$ cat src/rtl/zapper_shot.sv
`default_nettype none
// ============================================================================
// zapper_shot : light-gun front end - trigger, two-frame flash, hit test, ammo
// Revision    : 1.0
// ============================================================================
module zapper_shot #(
    parameter int         SHOTS_PER_DUCK  = 3,
    parameter logic [9:0] HIT_RADIUS      = 10'd8,
    parameter int         COOLDOWN_FRAMES = 8,
    parameter logic [1:0] PLAY_STATE      = 2'b10
) (
    input  logic       Clk,
    input  logic       Reset_n,
    input  logic       frame_clk,
    input  logic [1:0] state,
    input  logic       trigger,
    input  logic [9:0] DrawX,
    input  logic [9:0] DrawY,
    input  logic [9:0] Cross_X,
    input  logic [9:0] Cross_Y,
    input  logic       is_duck,
    input  logic       bird_shot,
    input  logic       flew_away,
    output logic       shot,
    output logic       flash_black,
    output logic       flash_target,
    output logic [1:0] shots_left,
    output logic       out_of_ammo
);

    localparam int CW = $clog2(COOLDOWN_FRAMES + 1);

    typedef enum logic [2:0] {
        S_IDLE   = 3'd0,
        S_ARM    = 3'd1,
        S_BLACK  = 3'd2,
        S_TARGET = 3'd3,
        S_REPORT = 3'd4,
        S_COOL   = 3'd5
    } state_e;

    state_e          state_q, state_d;
    logic [1:0]      shots_q, shots_d;
    logic            hit_q, hit_d;
    logic [CW-1:0]   cnt_q, cnt_d;
    logic            fc_d1_q, fc_d2_q, fe_q;
    logic            trig_s1_q, trig_s2_q, trig_s3_q;

    logic            trig_pulse;
    logic            reload;
    logic            hit_now;
    logic signed [10:0] dx, dy;
    logic [10:0]     adx, ady;

    always_ff @(posedge Clk or negedge Reset_n) begin
        if (!Reset_n) begin
            fc_d1_q   <= 1'b0;
            fc_d2_q   <= 1'b0;
            fe_q      <= 1'b0;
            trig_s1_q <= 1'b0;
            trig_s2_q <= 1'b0;
            trig_s3_q <= 1'b0;
        end else begin
            fc_d1_q   <= frame_clk;
            fc_d2_q   <= fc_d1_q;
            fe_q      <= fc_d1_q & ~fc_d2_q;
            trig_s1_q <= trigger;
            trig_s2_q <= trig_s1_q;
            trig_s3_q <= trig_s2_q;
        end
    end

    assign trig_pulse = trig_s2_q & ~trig_s3_q;
    assign reload     = bird_shot | flew_away;

    // Zero-extend to 11 bits so the window never wraps across a screen edge.
    assign dx      = $signed({1'b0, DrawX}) - $signed({1'b0, Cross_X});
    assign dy      = $signed({1'b0, DrawY}) - $signed({1'b0, Cross_Y});
    assign adx     = dx[10] ? 11'(-dx) : 11'(dx);
    assign ady     = dy[10] ? 11'(-dy) : 11'(dy);
    assign hit_now = is_duck && (adx <= {1'b0, HIT_RADIUS}) && (ady <= {1'b0, HIT_RADIUS});

    always_comb begin
        state_d = state_q;
        shots_d = shots_q;
        hit_d   = hit_q;
        cnt_d   = cnt_q;
        if (state != PLAY_STATE) begin
            state_d = S_IDLE;
            shots_d = 2'(SHOTS_PER_DUCK);
            hit_d   = 1'b0;
        end else begin
            case (state_q)
                S_IDLE: begin
                    if (trig_pulse && shots_q != 2'd0) begin
                        state_d = S_ARM;
                        shots_d = shots_q - 2'd1;
                    end
                end
                S_ARM: begin
                    if (fe_q) begin
                        state_d = S_BLACK;
                        hit_d   = 1'b0;
                    end
                end
                S_BLACK: begin
                    if (fe_q) state_d = S_TARGET;
                end
                S_TARGET: begin
                    if (hit_now) hit_d = 1'b1;
                    if (fe_q) begin
                        if (hit_q || hit_now) begin
                            state_d = S_REPORT;
                        end else begin
                            state_d = S_COOL;
                            cnt_d   = CW'(COOLDOWN_FRAMES);
                        end
                    end
                end
                S_REPORT: begin
                    // A round event means duck has already consumed the shot.
                    if (fe_q || reload) begin
                        state_d = S_COOL;
                        cnt_d   = CW'(COOLDOWN_FRAMES);
                    end
                end
                S_COOL: begin
                    if (cnt_q == '0)  state_d = S_IDLE;
                    else if (fe_q)    cnt_d   = cnt_q - CW'(1);
                end
                default: state_d = S_IDLE;
            endcase
            if (reload) shots_d = 2'(SHOTS_PER_DUCK);
        end
    end

    always_ff @(posedge Clk or negedge Reset_n) begin
        if (!Reset_n) begin
            state_q <= S_IDLE;
            shots_q <= 2'(SHOTS_PER_DUCK);
            hit_q   <= 1'b0;
            cnt_q   <= '0;
        end else begin
            state_q <= state_d;
            shots_q <= shots_d;
            hit_q   <= hit_d;
            cnt_q   <= cnt_d;
        end
    end

    assign shot         = (state_q == S_REPORT);
    assign flash_black  = (state_q == S_BLACK);
    assign flash_target = (state_q == S_TARGET);
    assign shots_left   = shots_q;
    assign out_of_ammo  = (shots_q == 2'd0);

endmodule
`default_nettype wire
$ cat config.mk
export PLATFORM = sky130hd
export DESIGN_NAME = zapper_shot
export DESIGN_NICKNAME = d
export VERILOG_FILES = /design/src/rtl/zapper_shot.sv
export SDC_FILE = /design/constraint.sdc
export NUM_CORES = 1
export LEC_CHECK = 0
export ABC_AREA = 1
export ABC_CLOCK_PERIOD_IN_PS = 2400
export CAP_MARGIN = 40
export CORE_MARGIN = 2
export CORE_UTILIZATION = 40
export CTS_BUF_LIST = sky130_fd_sc_hd__clkbuf_8
export CTS_CLUSTER_SIZE = 40
export DETAILED_ROUTE_END_ITERATION = 8
export PLACE_DENSITY = 0.74
export SLEW_MARGIN = 10
export SYNTH_ARGS = -nofsm -noshare
export SYNTH_HDL_FRONTEND = slang
export SYNTH_SLANG_ARGS = --single-unit
export TNS_END_PERCENT = 10
$ cat constraint.sdc
create_clock -name Clk -period 2.4 [get_ports Clk]
set_clock_uncertainty 0.15 [all_clocks]
set_input_delay 0.72 -clock Clk [delete_from_list [all_inputs] [get_ports Clk]]
set_output_delay 0.72 -clock Clk [all_outputs]
set_load 0.01 [all_outputs]
==> flow_metrics.env, run 1 <==
export IMPL_final_nets=687
export IMPL_dpl_hpwl_um=5513
export IMPL_worstMarginPinSlew_ns=0.3861
export IMPL_power_leakage_nw=2.380
export IMPL_timing_final_crit_share=1.233
export IMPL_cp_buffers_inverters=4
export IMPL_violations="negative setup slack"
export IMPL_grt_pass1_wl_um=13250
export IMPL_critPathMaxStageDelay_ns=0.34
export IMPL_drive_above_1_share=0.3915
export IMPL_finalCriticalPeriod_ns=2.959
export IMPL_die_h_um=85.44
export IMPL_holdBufCountCts=0
export IMPL_netlist_area_um2=2653
export IMPL_final_max_slew_viol_count=0
export IMPL_clkTransAtPathRegs_ns=0.06
export IMPL_fp_dieW_um=85.44
export IMPL_seqPwrFrac=0.190
export IMPL_cts_tree="yes"
export IMPL_p_per_area_nw_per_um2=358.2
export IMPL_ir_drop_uv=233.6
export IMPL_regArea_um2=402.9
export IMPL_crit_arrival_ns=2.95
export IMPL_core_um2=6386
export IMPL_die_area_um2=7299
export IMPL_synthToLayoutAreaGrowth_pct=68.02
export IMPL_power_switching_w=0.0006708
export IMPL_cp_top_family="simple AND/OR/NAND/NOR gates"
export IMPL_whs_path_depth=0
export IMPL_synthCells=479
export IMPL_synth_seq_cells=16
export IMPL_r2r_start="shots_left[0]"
export IMPL_ant_nets=0
export IMPL_r2r_cells=9
export IMPL_htreeDepth=1
export IMPL_wl_per_cell_um=11.72
export IMPL_track_usage=0.2118
export IMPL_cp_required_ns=2.39
export IMPL_grt_max_degree=17
export IMPL_setup_ws_ns=-0.5587
export IMPL_start_util=0.4154
export IMPL_worstSetupEndpoint="cnt_q[3]"
export IMPL_cp_slowest_cell="fa_2"
export IMPL_ys_types=31
export IMPL_synth_warnings=0
export IMPL_rsz0062_at_grt="yes"
export IMPL_cp_cell_sequence="buf_6 -> inv_4 -> ha_4 -> inv_4 -> fa_2 -> nand2_2 -> nand2_4 -> nand2_1 -> nand2_1 -> nand2_2 -> nand3_2 -> nor2_1 -> nand3_2 -> buf_4 -> nand2_4 -> a21oi_2 -> nand2_1 -> nor2_1 -> nand2_1 -> nand2_2 -> nand2_4 -> nand2_4 -> nand2_2 -> nand2_1"
export IMPL_io_pin_count=55
export IMPL_num_fill_cells=517
export IMPL_setup_tns_ns=-3.142
export IMPL_r2r_slack_ns=0.24
export IMPL_synth_nets=552
export IMPL_cp_common_cell="nand2_1"
export IMPL_viasPerCell=4.939
export IMPL_cts_buffers=3
export IMPL_swShare=0.4203
export IMPL_fmax_mhz=338.0
export IMPL_drt_pass1_iterations=5
export IMPL_clk_latency_ns=0.25
export IMPL_outcome="complete, but fails checks"
export IMPL_r2r_end="state_q[0]"
export IMPL_power_w=0.001596
export IMPL_gp_congestion=0.9082
export IMPL_avgSynthCellArea_um2=5.538
export IMPL_crit_type="input port to flop"
export IMPL_clock_path_buffers=2
export IMPL_cts_root_buf="clkbuf_8"
export IMPL_cts_sinks=16
export IMPL_dpl_cell_count=664
export IMPL_p_comb_frac=0.663
export IMPL_layout_common_cells="nand2_1, buf_4, inv_1, nand2_2"
export IMPL_wirelength_um=8085
export IMPL_clock_power_share=0.147
export IMPL_slew_headroom=0.7420
export IMPL_cap_viol_max_count=0
export IMPL_setup_viol=6
export IMPL_p_int_w=0.0009254
export IMPL_antenna_found_initial=0
export IMPL_cp_max_fo=5
export IMPL_start_kind="input port"
export IMPL_instances_no_fill=690
export IMPL_first_iter_violations=206
export IMPL_portBuffers=54
export IMPL_hold_class="flop to flop"
export IMPL_rows=29
export IMPL_multi_input_area_um2=2447
export IMPL_ys_seq_area_frac=0.1519
export IMPL_drc=0
export IMPL_hold_viol=0
export IMPL_diodes=0
export IMPL_end_kind="flop"
export IMPL_final_common_cell="nand2_1"
export IMPL_critPathLaunch="DrawX[0]"
export IMPL_first_global_vias=3321
export IMPL_path_depth=24
export IMPL_vias=3408
export IMPL_overflow=0
stage by stage:
stage,area [µm²],worst slack (ns),hold slack (ns),utilization
CTS,4342,-0.4817,0.2076,0.6799
floorplan,2663,-0.5248,0.1812,-
finish,4457,-0.5587,0.2057,0.6979
global route,4457,-0.7503,0.2159,0.6979
global placement,3697,-1.050,0.1907,0.5790
detailed placement,3697,-1.168,0.1910,0.5790
cell type report:
type                    instances  area share
inverters                      96     0.08198
well taps                      77     0.02162
multi-input cells             365      0.5491
repair buffers                132      0.2445
flip-flops and latches         16     0.09040
clock buffers                   4     0.01235
power by group through the flow:
stage	combinational, W	clock, W	sequential [W]
detailed placement	0.000791	0	0.000305
floorplan	0.000491	0	0.000302
finish	0.00106	0.000235	0.000303
global route	0.00116	0.000253	0.000306
global placement	0.000768	0	0.000306
CTS	0.000983	0.000243	0.000301
sequential cells by signal, indices dropped and copies added (netlist names):
signal      flops
hit_q           1
fc_d1_q         1
fe_q            1
trig_s3_q       1
shots_left      2
trig_s2_q       1
fc_d2_q         1
cnt_q           4
trig_s1_q       1
state_q         3
routing by layer:
metal	track usage	share of wire	vias up
met2	0.4148	0.56	90
met1	0.2373	0.39	1549
met4	0.05195	0.014	0
li1	-	-	1755
met3	0.02918	0.037	14
met5	0	0	-
synthesized netlist by cell type (all sizes together):
cell / n / share of area
nand3b: 4 / 0.011
nor3b: 1 / 0.0028
nand4: 4 / 0.0094
xnor2: 1 / 0.0033
o41ai: 1 / 0.0033
o21ai: 8 / 0.015
dfrtp: 14 / 0.13
fa: 2 / 0.015
o211ai: 2 / 0.0057
and3: 1 / 0.0024
o21bai: 1 / 0.0028
inv: 96 / 0.14
nand3: 54 / 0.11
nand2: 183 / 0.27
nor2: 51 / 0.075
a211oi: 2 / 0.0057
a31oi: 1 / 0.0024
or2: 3 / 0.0071
nor4: 2 / 0.0047
nor3: 4 / 0.0075
buf: 3 / 0.011
dfstp: 2 / 0.020
a21oi: 17 / 0.039
ha: 22 / 0.10
worst min-delay path by stage:
stage | start | to | slack [ns]
2_1_floorplan | trig_s1_q | trig_s2_q | 0.18
4_1_cts | trig_s1_q | trig_s2_q | 0.21
3_5_place_dp | trig_s1_q | trig_s2_q | 0.19
6_report | trig_s1_q | trig_s2_q | 0.21
3_3_place_gp | trig_s1_q | trig_s2_q | 0.19
5_1_grt | trig_s1_q | trig_s2_q | 0.22
what timing repair did:
item | in CTS | in global routing
setup buffers | 16 | 4
endpoints found under the setup margin | 10 | 7
pin swaps | 91 | 32
gates resized for setup | 189 | 22
cloned | 2 | 0
logic make-up (layout without fill, tap and decap cells):
family          Yosys count  in the layout  synth area share
simple gates            307            307            0.5047
buf+inv                  99            232            0.1472
compound gates           32             33           0.07406
fa+ha+maj                24             24            0.1189
flops                    16             16            0.1519
xor+xnor                  1              1          0.003302
No activity file was read; power rests on OpenSTA's default activity.
==> run 2, diff against run 1 <==
--- a/config.mk
+++ b/config.mk
@@ -8,6 +8,6 @@
 export ABC_AREA = 1
-export ABC_CLOCK_PERIOD_IN_PS = 2400
+export ABC_CLOCK_PERIOD_IN_PS = 3300
 export CAP_MARGIN = 40
 export CORE_MARGIN = 2
-export CORE_UTILIZATION = 40
+export CORE_UTILIZATION = 54
 export CTS_BUF_LIST = sky130_fd_sc_hd__clkbuf_8
@@ -15,3 +15,3 @@
 export DETAILED_ROUTE_END_ITERATION = 8
-export PLACE_DENSITY = 0.74
+export PLACE_DENSITY = 0.93
 export SLEW_MARGIN = 10
==> constraint.sdc (replaced) <==
create_clock -name Clk -period 3.3 [get_ports Clk]
set_clock_uncertainty 0.15 [all_clocks]
set_input_delay 0.99 -clock Clk [delete_from_list [all_inputs] [get_ports Clk]]
set_output_delay 0.99 -clock Clk [all_outputs]
set_load 0.02 [all_outputs]
==> flow_metrics.env, run 2 <==
export IMPL_outcome="did not finish"
export IMPL_stop_stage="global routing (5_1_grt)"
export IMPL_error_line="[ERROR GRT-0232] Routing congestion too high. Check the congestion heatmap in the GUI."
export IMPL_synthCells=479
export IMPL_portBuffers=54
export IMPL_track_usage=0.7021
export IMPL_yosys_top_cells_area="nand2_1, dfrtp_1, inv_1"
export IMPL_synth_edf_count=0
export IMPL_yosys_cell_count_top_type="nand2_1"
export IMPL_overflow=22
export IMPL_synth_seq_cells=16
export IMPL_async_reset_ff_frac=1.000
export IMPL_grt_max_degree=17
export IMPL_start_util=0.5616
export IMPL_io_pin_count=55
export IMPL_gp_congestion=0.8819
export IMPL_cts_sinks=16
export IMPL_dpl_instance_area_um2=3585
export IMPL_yosys_area_top_type="nand2_1"
export IMPL_dpl_hpwl_um=5783
export IMPL_ys_types=31
export IMPL_die_h_um=74.09
export IMPL_netlist_area_um2=2653
export IMPL_ys_seq_area_frac=0.1519
export IMPL_fp_dieW_um=74.09
export IMPL_endpoint_type="register data pin"
export IMPL_synth_commonest_cells="nand2_1, inv_1, nand3_1"
export IMPL_rows=25
export IMPL_crit_endpoint="cnt_q[3]$_DFFE_PN0P_/D"
export IMPL_avgSynthCellArea_um2=5.538
export IMPL_cts_buffers=3
export IMPL_cts_root_buf="clkbuf_8"
export IMPL_htreeDepth=1
export IMPL_yosysTopAreaCellShare=0.2434
export IMPL_clock_path_buffers=2
export IMPL_synth_warnings=0
export IMPL_ys_flop_type="dfrtp_1"
export IMPL_synth_nets=552
run 2: timing repair:
item                                    CTS
pin swaps                                45
resized for setup                        86
setup buffers                             6
gates cloned                              2
endpoints found under the setup margin    6
endpoints found under the hold margin     0
hold buffers                              0
run 2: logic make-up after synthesis:
group | share of synthesized area
simple gates | 0.5047
compound gates | 0.07406
buf+inv | 0.1472
fa+ha+maj | 0.1189
flops | 0.1519
xor+xnor | 0.003302
run 2: through the flow:
stage / setup slack (ns) / hold WS (ns) / cells / util / TNS, ns
2_1_floorplan: 0.03790 / 0.1812 / 479 / - / 0
3_3_place_gp: -0.4098 / 0.1871 / 642 / 0.7589 / -2.350
3_5_place_dp: -0.5638 / 0.1894 / 642 / 0.7589 / -3.136
4_1_cts: 0.0002247 / 0.2069 / 654 / 0.8609 / 0
run 2: metal layers:
metal,overflow,global-route usage
met4,10,0.7253
met1,0,0.6750
met3,0,0.5217
met2,12,0.9147
met5,0,0.1481
==> run 3, diff against run 2 <==
CORE_UTILIZATION = 40   (was 54)
CTS_BUF_LIST = unset   (was sky130_fd_sc_hd__clkbuf_8)
CTS_CLUSTER_SIZE = unset   (was 40)
PLACE_DENSITY = unset   (was 0.93)
PLACE_DENSITY_LB_ADDON = 0.15   (was unset)
==> flow_metrics.env, run 3 (synthesis gave the netlist of run 1 again) <==
export IMPL_drt_pass1_iterations=5
export IMPL_final_common_cell="nand2_1"
export IMPL_layout_common_cells="nand2_1, buf_4, inv_1, nand2_2"
export IMPL_power_switching_w=0.0005267
export IMPL_end_kind="flop"
export IMPL_setup_viol=0
export IMPL_drive_above_1_share=0.4387
export IMPL_gp_congestion=0.8980
export IMPL_met1_usage=0.2389
export IMPL_cp_required_ns=3.35
export IMPL_wirelength_um=8166
export IMPL_cts_sinks=16
export IMPL_ir_drop_uv=221.9
export IMPL_r2r_end="state_q[0]"
export IMPL_grt_use_met2=0.3530
export IMPL_hold_class="flop to flop"
export IMPL_core_um2=6386
export IMPL_rsz0062_at_grt="yes"
export IMPL_slew_headroom=0.5316
export IMPL_r2r_slack_ns=1.12
export IMPL_clock_power_share=0.126
export IMPL_ant_nets=0
export IMPL_start_util=0.4154
export IMPL_p_per_area_nw_per_um2=255.4
export IMPL_htreeDepth=1
export IMPL_grt_busiest_layer="met2"
export IMPL_whs_path_depth=0
export IMPL_p_comb_frac=0.692
export IMPL_grt_max_degree=17
export IMPL_cp_max_fo=5
export IMPL_outcome="finished, final reports clean"
export IMPL_final_max_slew_viol_count=0
export IMPL_cap_viol_max_count=0
export IMPL_portBuffers=54
export IMPL_top_register="cnt_q"
export IMPL_cts_tree="yes"
export IMPL_holdBufCountCts=0
export IMPL_drc=0
export IMPL_hold_viol=0
export IMPL_die_h_um=85.44
export IMPL_finalCriticalPeriod_ns=3.190
export IMPL_fmax_mhz=313.5
export IMPL_stdcell_area_um2=4726
export IMPL_track_usage=0.1919
export IMPL_die_area_um2=7299
export IMPL_rows=29
export IMPL_clkTransAtPathRegs_ns=0.06
export IMPL_clock_path_buffers=2
export IMPL_crit_arrival_ns=3.24
export IMPL_swShare=0.4364
export IMPL_wl_per_cell_um=11.99
export IMPL_num_fill_cells=478
export IMPL_r2r_cells=9
export IMPL_cts_root_buf="clkbuf_8"
export IMPL_timing_final_crit_share=0.9666
export IMPL_synthToLayoutAreaGrowth_pct=78.16
export IMPL_dpl_hpwl_um=5132
export IMPL_first_global_vias=3063
export IMPL_viasPerCell=4.927
export IMPL_seqPwrFrac=0.182
export IMPL_pre_cts_slack_ns=-0.4882
export IMPL_fp_dieW_um=85.44
export IMPL_first_iter_violations=195
export IMPL_cts_buffers=3
export IMPL_power_w=0.001207
export IMPL_critPathLaunch="DrawX[0]"
export IMPL_overflow=0
export IMPL_crit_type="input port to flop"
export IMPL_worstMarginPinSlew_ns=0.7004
export IMPL_diodes=0
export IMPL_p_int_w=0.0006803
export IMPL_antenna_found_initial=0
export IMPL_dpl_instance_area_um2=3657
export IMPL_use_met3=0.02335
export IMPL_io_pin_count=55
export IMPL_setup_ws_ns=0.1102
export IMPL_hp_start="trig_s1_q"
export IMPL_worstHoldEndpoint="trig_s2_q"
export IMPL_largest_reg_flops=4
export IMPL_vias=3355
export IMPL_power_leakage_nw=2.655
export IMPL_r2r_start="shots_left[0]"
export IMPL_clk_latency_ns=0.25
export IMPL_grt_pass1_wl_um=12090
export IMPL_start_kind="input port"
export IMPL_final_nets=678
run 3: cell type report:
| type | count | area, µm² | area share |
|---|---|---|---|
| Clock buffer | 4 | 45.04 | 0.009531 |
| Tap cell | 77 | 96.34 | 0.02039 |
| Timing Repair Buffer | 124 | 1149 | 0.2430 |
| Inverter | 96 | 372.9 | 0.07890 |
| Multi-Input combinational cell | 364 | 2660 | 0.5629 |
| Sequential cell | 16 | 402.9 | 0.08525 |
run 3: worst max-delay path: stages:
cell	delay, ns
buf_6	0.10
inv_4	0.04
ha_4	0.12
inv_2	0.04
fa_2	0.37
nand2_4	0.09
nand2_4	0.07
nand3_2	0.08
nand2_2	0.06
a21oi_2	0.15
buf_6	0.14
buf_6	0.11
nand2_2	0.06
nand2_2	0.08
nand3_2	0.07
nor2_2	0.09
nand2_1	0.07
nor2_2	0.09
nand2_1	0.06
nand2_2	0.09
nand2_4	0.08
nand2_4	0.08
nand2_1	0.05
nand2_1	0.05
run 3: per-stage QoR:
stage	TNS, ns	util	instances	hold slack (ns)
2_1_floorplan	0	-	479	0.1812
3_3_place_gp	-2.515	0.5727	660	0.1846
3_5_place_dp	-2.764	0.5727	660	0.1975
4_1_cts	0	0.6413	675	0.2109
5_1_grt	-0.3751	0.7400	681	0.2252
6_report	0	0.7400	681	0.2114
run 3: timing repair:
action	in CTS	in global routing
resized for setup	64	199
pin swaps	45	100
endpoints found under the setup margin	6	6
cloned	2	0
setup buffers	9	6
run 3: how the worst max path moves through the flow:
stage	end	depth (start not counted)
final	cnt_q[1]	24
after global routing	cnt_q[0]	24
after CTS	cnt_q[2]	24
after detailed placement	cnt_q[1]	22
after global placement	cnt_q[3]	22
after floorplan	cnt_q[0]	21
run 3: per-layer routing:
metal  vias to the layer above  part of all wire
met5                         -                 0
met4                         0             0.014
met3                        13             0.030
met2                        65              0.54
met1                      1536              0.41
li1                       1741                 -
run 3: power groups by stage:
stage / Sequential [W] / Combinational [W] / Clock [W]
floorplan: 0.000220 / 0.000356 / 0
global route: 0.000222 / 0.000915 / 0.000168
global placement: 0.000223 / 0.000563 / 0
finish: 0.000220 / 0.000835 / 0.000152
detailed placement: 0.000223 / 0.000570 / 0
CTS: 0.000219 / 0.000656 / 0.000158
